==> src/rtl/multicycle_control_unit.sv <==
// Main-control FSM for the multicycle MIPS datapath.
// One instruction step per clock; control strobes are decoded from the current
// state so they change in the same cycle as the state, and reset clears them
// in the cycle it is asserted so a partially executed instruction never writes.
module multicycle_control_unit #(
    parameter int CNT_WIDTH = 32
) (
    input  logic                 clk,
    input  logic                 reset,
    input  logic [5:0]           op,
    input  logic [5:0]           funct,
    input  logic                 zero,
    output logic                 PCen,
    output logic                 IorD,
    output logic                 Ori,
    output logic                 MemWrite,
    output logic                 IRWrite,
    output logic                 RegWrite,
    output logic                 ALUSrcA,
    output logic [1:0]           ALUSrcB,
    output logic [1:0]           PCSrc,
    output logic [1:0]           RegDst,
    output logic [1:0]           MemtoReg,
    output logic [2:0]           ALUControl,
    output logic                 Jump,
    output logic                 illegal_o,
    output logic [CNT_WIDTH-1:0] instr_count,
    output logic [3:0]           state_o
);

    typedef enum logic [3:0] {
        S_FETCH    = 4'd0,
        S_DECODE   = 4'd1,
        S_MEMADR   = 4'd2,
        S_MEMREAD  = 4'd3,
        S_MEMWB    = 4'd4,
        S_MEMWRITE = 4'd5,
        S_EXECUTE  = 4'd6,
        S_ALUWB    = 4'd7,
        S_BRANCH   = 4'd8,
        S_IMMEXEC  = 4'd9,
        S_IMMWB    = 4'd10,
        S_GPIOEXEC = 4'd11,
        S_JUMP     = 4'd12,
        S_JAL      = 4'd13,
        S_JR       = 4'd14,
        S_UNUSED   = 4'd15
    } state_t;

    localparam logic [5:0] OP_R    = 6'b000000;
    localparam logic [5:0] OP_LW   = 6'b100011;
    localparam logic [5:0] OP_SW   = 6'b101011;
    localparam logic [5:0] OP_BEQ  = 6'b000100;
    localparam logic [5:0] OP_BNE  = 6'b000101;
    localparam logic [5:0] OP_ADDI = 6'b001000;
    localparam logic [5:0] OP_ORI  = 6'b001101;
    localparam logic [5:0] OP_J    = 6'b000010;
    localparam logic [5:0] OP_JAL  = 6'b000011;
    localparam logic [5:0] OP_IN   = 6'b111111;

    localparam logic [5:0] F_ADD = 6'b100000;
    localparam logic [5:0] F_SUB = 6'b100010;
    localparam logic [5:0] F_AND = 6'b100100;
    localparam logic [5:0] F_OR  = 6'b100101;
    localparam logic [5:0] F_NOR = 6'b100111;
    localparam logic [5:0] F_SLT = 6'b101010;
    localparam logic [5:0] F_JR  = 6'b001000;

    localparam logic [2:0] ALU_AND = 3'b000;
    localparam logic [2:0] ALU_OR  = 3'b001;
    localparam logic [2:0] ALU_ADD = 3'b010;
    localparam logic [2:0] ALU_SUB = 3'b110;
    localparam logic [2:0] ALU_SLT = 3'b111;
    localparam logic [2:0] ALU_NOR = 3'b100;

    typedef struct packed {
        logic       pcen;
        logic       iord;
        logic       ori;
        logic       memwrite;
        logic       irwrite;
        logic       regwrite;
        logic       alusrca;
        logic [1:0] alusrcb;
        logic [1:0] pcsrc;
        logic [1:0] regdst;
        logic [1:0] memtoreg;
        logic [2:0] aluctl;
        logic       jump;
        logic       illegal;
    } ctrl_t;

    state_t                 state_r;
    state_t                 next_state_s;
    logic [CNT_WIDTH-1:0]   count_r;
    logic                   funct_legal_s;
    logic [2:0]             alu_funct_s;
    logic                   decode_illegal_s;
    ctrl_t                  ctrl_s;

    // R-type funct decode: legality and the ALU operation it selects
    always_comb begin
        funct_legal_s = 1'b1;
        alu_funct_s   = ALU_ADD;
        case (funct)
            F_ADD:   alu_funct_s = ALU_ADD;
            F_SUB:   alu_funct_s = ALU_SUB;
            F_AND:   alu_funct_s = ALU_AND;
            F_OR:    alu_funct_s = ALU_OR;
            F_NOR:   alu_funct_s = ALU_NOR;
            F_SLT:   alu_funct_s = ALU_SLT;
            F_JR:    alu_funct_s = ALU_ADD;
            default: funct_legal_s = 1'b0;
        endcase
    end

    // Next-state selection; op/funct come from the IR and stay stable after FETCH
    always_comb begin
        next_state_s     = S_FETCH;
        decode_illegal_s = 1'b0;
        case (state_r)
            S_FETCH:  next_state_s = S_DECODE;
            S_DECODE: begin
                case (op)
                    OP_LW, OP_SW:   next_state_s = S_MEMADR;
                    OP_R: begin
                        if (!funct_legal_s) begin
                            next_state_s     = S_FETCH;
                            decode_illegal_s = 1'b1;
                        end else if (funct == F_JR) begin
                            next_state_s = S_JR;
                        end else begin
                            next_state_s = S_EXECUTE;
                        end
                    end
                    OP_BEQ, OP_BNE:  next_state_s = S_BRANCH;
                    OP_ADDI, OP_ORI: next_state_s = S_IMMEXEC;
                    OP_IN:           next_state_s = S_GPIOEXEC;
                    OP_J:            next_state_s = S_JUMP;
                    OP_JAL:          next_state_s = S_JAL;
                    default: begin
                        next_state_s     = S_FETCH;
                        decode_illegal_s = 1'b1;
                    end
                endcase
            end
            S_MEMADR: begin
                if (op == OP_SW) begin
                    next_state_s = S_MEMWRITE;
                end else begin
                    next_state_s = S_MEMREAD;
                end
            end
            S_MEMREAD:  next_state_s = S_MEMWB;
            S_EXECUTE:  next_state_s = S_ALUWB;
            S_IMMEXEC:  next_state_s = S_IMMWB;
            S_GPIOEXEC: next_state_s = S_IMMWB;
            default:    next_state_s = S_FETCH;
        endcase
    end

    // State register and retired-instruction counter (a return to FETCH from an
    // execution state marks a completed instruction; illegal ops leave from DECODE)
    always_ff @(posedge clk) begin
        if (reset) begin
            state_r <= S_FETCH;
            count_r <= '0;
        end else begin
            state_r <= next_state_s;
            if ((next_state_s == S_FETCH) && (state_r != S_FETCH) && (state_r != S_DECODE)) begin
                count_r <= count_r + CNT_WIDTH'(1);
            end else begin
                count_r <= count_r;
            end
        end
    end

    // Control decode from the current state, forced to zero while reset is high
    always_comb begin
        ctrl_s = '0;
        if (reset) begin
            ctrl_s = '0;
        end else begin
            case (state_r)
                S_FETCH: begin
                    ctrl_s.irwrite = 1'b1;
                    ctrl_s.alusrcb = 2'b01;
                    ctrl_s.aluctl  = ALU_ADD;
                    ctrl_s.pcen    = 1'b1;
                end
                S_DECODE: begin
                    ctrl_s.alusrcb = 2'b11;
                    ctrl_s.aluctl  = ALU_ADD;
                    ctrl_s.illegal = decode_illegal_s;
                end
                S_MEMADR: begin
                    ctrl_s.alusrca = 1'b1;
                    ctrl_s.alusrcb = 2'b10;
                    ctrl_s.aluctl  = ALU_ADD;
                end
                S_MEMREAD: ctrl_s.iord = 1'b1;
                S_MEMWB: begin
                    ctrl_s.iord     = 1'b1;
                    ctrl_s.regdst   = 2'b00;
                    ctrl_s.memtoreg = 2'b01;
                    ctrl_s.regwrite = 1'b1;
                end
                S_MEMWRITE: begin
                    ctrl_s.iord     = 1'b1;
                    ctrl_s.memwrite = 1'b1;
                end
                S_EXECUTE: begin
                    ctrl_s.alusrca = 1'b1;
                    ctrl_s.alusrcb = 2'b00;
                    ctrl_s.aluctl  = alu_funct_s;
                end
                S_ALUWB: begin
                    ctrl_s.regdst   = 2'b01;
                    ctrl_s.memtoreg = 2'b00;
                    ctrl_s.regwrite = 1'b1;
                end
                S_BRANCH: begin
                    ctrl_s.alusrca = 1'b1;
                    ctrl_s.alusrcb = 2'b00;
                    ctrl_s.aluctl  = ALU_SUB;
                    ctrl_s.pcsrc   = 2'b01;
                    ctrl_s.pcen    = (op == OP_BNE) ? ~zero : zero;
                end
                S_IMMEXEC: begin
                    ctrl_s.alusrca = 1'b1;
                    ctrl_s.alusrcb = 2'b10;
                    ctrl_s.aluctl  = (op == OP_ORI) ? ALU_OR : ALU_ADD;
                end
                S_IMMWB: begin
                    ctrl_s.regdst   = 2'b00;
                    ctrl_s.memtoreg = 2'b00;
                    ctrl_s.regwrite = 1'b1;
                end
                S_GPIOEXEC: begin
                    ctrl_s.ori     = 1'b1;
                    ctrl_s.alusrca = 1'b1;
                    ctrl_s.alusrcb = 2'b10;
                    ctrl_s.aluctl  = ALU_ADD;
                end
                S_JUMP: begin
                    ctrl_s.pcsrc = 2'b10;
                    ctrl_s.jump  = 1'b1;
                    ctrl_s.pcen  = 1'b1;
                end
                S_JAL: begin
                    ctrl_s.pcsrc    = 2'b10;
                    ctrl_s.jump     = 1'b1;
                    ctrl_s.pcen     = 1'b1;
                    ctrl_s.regdst   = 2'b10;
                    ctrl_s.memtoreg = 2'b10;
                    ctrl_s.regwrite = 1'b1;
                end
                S_JR: begin
                    ctrl_s.pcsrc = 2'b11;
                    ctrl_s.pcen  = 1'b1;
                end
                default: ctrl_s = '0;
            endcase
        end
    end

    assign PCen        = ctrl_s.pcen;
    assign IorD        = ctrl_s.iord;
    assign Ori         = ctrl_s.ori;
    assign MemWrite    = ctrl_s.memwrite;
    assign IRWrite     = ctrl_s.irwrite;
    assign RegWrite    = ctrl_s.regwrite;
    assign ALUSrcA     = ctrl_s.alusrca;
    assign ALUSrcB     = ctrl_s.alusrcb;
    assign PCSrc       = ctrl_s.pcsrc;
    assign RegDst      = ctrl_s.regdst;
    assign MemtoReg    = ctrl_s.memtoreg;
    assign ALUControl  = ctrl_s.aluctl;
    assign Jump        = ctrl_s.jump;
    assign illegal_o   = ctrl_s.illegal;
    assign instr_count = count_r;
    assign state_o     = state_r;

endmodule

==> config.mk <==
export PLATFORM = sky130hd
export DESIGN_NAME = multicycle_control_unit
export DESIGN_NICKNAME = d
export VERILOG_FILES = /design/src/rtl/multicycle_control_unit.sv
export SDC_FILE = /design/constraint.sdc
export NUM_CORES = 1
export LEC_CHECK = 0
export BUFFER_PORTS_ARGS = -buffer_cell sky130_fd_sc_hd__clkbuf_2
export CORE_ASPECT_RATIO = 0.8
export CORE_MARGIN = 5
export CORE_UTILIZATION = 48
export CTS_BUF_LIST = sky130_fd_sc_hd__clkbuf_4 sky130_fd_sc_hd__clkbuf_8
export DETAILED_ROUTE_END_ITERATION = 10
export PLACE_DENSITY = 0.84
export SYNTH_ARGS = -nofsm -noshare
export SYNTH_HDL_FRONTEND = slang
export SYNTH_SLANG_ARGS = --single-unit
export TNS_END_PERCENT = 10
==> constraint.sdc <==
create_clock -name clk -period 1.9 [get_ports clk]
set_input_delay 0 -clock clk [delete_from_list [all_inputs] [get_ports clk]]
set_output_delay 0 -clock clk [all_outputs]
set_load 0.005 [all_outputs]
# Yosys cells after proc, flatten, opt, wreduce, memory -nomap -nowiden
# Cells that the tools add are included.
# classes
n_shift	0
n_bitwise	1
n_addsub	1
reduce_logical	19
n_lt_le_gt_ge	0
n_div	0
muxes	25
mul	0
n_eq_ne	31
# op_table
op	count
6-bit equality test, second input constant	9
32-bit by 1-bit adder with 32-bit output, second input constant	1
4-bit equality test, second input constant	7
4-bit one-hot mux with 7 select lines	1
4-bit one-hot mux with 6 select lines	1
20-bit 2-to-1 mux	1
6-bit by 4-bit equality test with 1-bit output, second input constant	3
4-bit by 3-bit equality test with 1-bit output, second input constant	4
3-bit one-hot mux with 5 select lines	1
6-bit by 2-bit equality test with 1-bit output, second input constant	2
6-bit by 3-bit equality test with 1-bit output, second input constant	2
2-bit one-hot mux with 3 select lines	2
3-bit one-hot mux with 4 select lines	1
4-bit one-hot mux with 3 select lines	1
4-bit OR reduction	3
1-bit 2-to-1 mux	11
2-bit OR reduction	5
9-bit OR reduction	1
4-bit by 2-bit equality test with 1-bit output, second input constant	2
4-bit logical NOT	2
4-bit 2-to-1 mux	2
7-bit OR reduction	1
6-bit logical NOT	1
3-bit OR reduction	2
other kinds (9)	11
# totals
ff_bits	36
latch_bits	0
ram_bits	0
elab_cells	79
mem_bits_ro	0
out_inout_bits	56
mem_count	0

# Depth between registers and ports, before layout
# logic_depth
word_depth	9
depth_mapped	7
ltp_nobuf	5

# Least setup slack after synthesis
# No wires, ideal clock.
# synth_timing
path_kind	register to register
start	reg count_r[7], in the netlist instr_count[7]
end	reg count_r[25], in the netlist instr_count[25]
t_required_ns	1.830
stages_incl_launch_ff	6
arrival_time_ns	1.827
setup_time_ns	0.070
period_less_slack_ns	1.898
path_slack_ns	0.002
n_path_buf	0
path_cell_list	dfxtp_1 > nand4_2 > or4_4 > nor3_2 > or3b_1 > a21oi_1
# synth_via
elab_chain_len	1
# synth_lines
item	line	rtl
from (decl)	95	logic [CNT_WIDTH-1:0] count_r;
from (signal assigned)	171	count_r <= count_r + CNT_WIDTH'(1);
from (signal assigned)	173	count_r <= count_r;
32-bit by 1-bit adder with 32-bit output	171	
# Every way passes these cells.
# A chain may end at the register's enable or synchronous reset.

# Worst setup path in the final report
# layout_timing
start	reg count_r[5], in the netlist instr_count[5]
end	reg count_r[23], in the netlist instr_count[23]
# Same word-level chain as after synthesis.

==> metrics <==
initial antenna violation count 0; Placer Congestion a little under 0.9; PwrDens around 490 mW/mm²; Primary FF master, synth dfxtp_1; status finished, final reports clean; MaxCap Viol Count 0; CP Launch Type flip-flop; VDD IR max about 0.00031 V; CTS tree built; transition time of the tightest slew-check pin ~500 ps; routing usage on met2 33.9%; synthesized area about 0.0023 mm²; via count ~2800; worst setup margin 53.8 ps; Worst Skew 3.13 ps; synthesis warning total 0; endpoint class of the critical path flip-flop; Slew Limit Headroom 66.8%; post-synth top area share a little under a third; placed instance area slightly below 0.003 mm²; Lkg Pwr 0.00128 µW; unrepaired setup endpoints after global routing true; Fin. Hold Viols 0; drt via density approximately 6; cts hold-fix bufs 0; drt total wl about 7.2 mm; post-synth net total approximately 340; clk_lat worst skew 280 ps; dpl ws -3.97 ps; synthesized instance count ~320; I/O Buffers 70; first-pass GRT wire length between 10 and 15 mm; Final Critical Period 1850 ps; most frequent cell after synthesis nor2_1; GR Util met3 5.22%; die area around 0.0064 mm²; met1 Use GR about 31%; Post-Syn Area per Cell 7.31 µm²; clock buffer depth 2; crit share post-route a little over nine tenths; Post-synth EDFFs 0; Max FO, Critical Path 5; Yosys reg bits 36; total track usage 22.0%; share of layout cells above drive strength 1 between 30% and 40%; core area between 0.004 and 0.005 mm²; Starting Density between 50 and 60%; f_max about 540 MHz; Filler cells 407; sequential-to-total area share from yosys stat 30.7%; I/O pin cnt just over 70; Min-Delay Path Class in -> reg; Final setup viols 0; Post-layout nets 423; Area Growth Syn to Fin 31.1%; required time of the critical path ~2100 ps; Rows 22; final instance area approximately 0.0031 mm²; cell taking the most area after synthesis dfxtp_1; largest net degree at the start of global routing between 40 and 50; Synth async-reset ratio 0%; DR WL/cell approximately 15 µm; post-route ant nets 0; GRT busiest layer met2; DR iter-0 viols about 240; Synth cell types 54; Overflow after GRT 0; DRC 0; final core utilization about two thirds; most frequent cells after synthesis nor2_1, dfxtp_1, nand2_1; clk root buf clkbuf_8; Reg clk slew, reported paths roughly 70 ps; DRT Pass-1 Iters 5; detailed-placement wirelength estimate between 5 and 6 mm; CP arrival approximately 2000 ps; Die Width 88.2 µm; H-tree Lvls 2; top cells by area, synth dfxtp_1, nor2_1, a21oi_1, nand2_1, o21ai_0; Design Power between 1500 and 2000 µW; Die H just over 70 µm; worst setup path category reg -> reg; clock sinks 36; Ant. Diodes 0; CTS Buf Count 5; Slew Viols, Final 0; vias in the first global route roughly 2400
[metal layers]
metal  up-vias  part of all wire (%)
met5         -                     0
met4         0                   1.3
met3        17                   9.4
met2       129                    47
met1      1309                    43
li1       1344                     -
[registers in the layout, summed over array words and instances, names as in the netlist]
name / cells
state_o: 4
instr_count: 32
[through the flow]
stage / hold slack, ps / TNS (ps) / std cells
2_1_floorplan: 47.5 / 0 / 321
3_3_place_gp: 368 / 0 / 458
3_5_place_dp: 372 / -3.97 / 458
4_1_cts: 106 / 0 / 467
5_1_grt: 159 / -126 / 468
6_report: 127 / 0 / 468
[cells by family (layout without fill, tap and decap cells)]
family	after synthesis	after routing	synth area share [%]
and+or+nand+nor	168	168	39.0
AOI/OAI and AO/OA	69	69	17.5
DFF	36	36	30.7
buffers and inverters	27	114	4.48
xor gates and xnor gates	16	16	5.97
muxes	3	3	1.39
adders and majority gates	2	2	0.959
[cells in the final DEF, fill, tap and decap left out, types with 3 or more instances in the layout]
cell and instances:
a21oi_1 26, and3_1 7, and4_1 5, buf_4 30
clkbuf_2 70, clkbuf_8 6, dfxtp_1 31, dfxtp_2 5
inv_1 6, nand2_1 29, nand2b_1 5, nand3_1 14
nand4_1 10, nor2_1 40, nor2b_1 7, nor3_1 7
nor4_1 7, o211ai_1 3, o21ai_0 21, or3_1 14
or4_1 3, xnor2_1 12, xor2_1 4
[critical path: stages, from the launching register on]
cell	delay, ps
dfxtp_1	340
nand4_1	240
or4_4	560
nor4_2	360
xnor2_1	160
nor2_1	60
[final cells by class]
class | count | area, µm² | share of cell area (%)
timing repair buffer | 100 | 576 | 18.7
tap | 60 | 75.1 | 2.44
inverter | 6 | 22.5 | 0.732
multi-input combinational | 258 | 1580 | 51.3
clock buffer | 8 | 97.6 | 3.17
sequential | 36 | 727 | 23.6
[worst paths after layout]
path,from,to,slack (ps),cells past startpoint
hold / removal,op[1],state_o[2]$_SDFF_PP0_,130,3
setup / recovery,instr_count[5]$_SDFFE_PP0P_,instr_count[23]$_SDFFE_PP0P_,50,5
hold reg to reg,instr_count[1]$_SDFFE_PP0P_,instr_count[1]$_SDFFE_PP0P_,500,2
setup reg to reg,instr_count[5]$_SDFFE_PP0P_,instr_count[23]$_SDFFE_PP0P_,50,5
[timing repair]
action                                  4_1_cts  5_1_grt
gates resized for setup                       4       10
endpoints found under the setup margin        3       15
pin swaps                                     2        6
buffers inserted                              1        1
[power by group]
group | switching [µW] | total [µW] | internal, µW
Sequential | 1.85 | 758 | 757
Combinational | 96.3 | 156 | 59.2
Clock | 265 | 590 | 324
Total | 364 | 1500 | 1140
(Power assumes the default switching activity.)
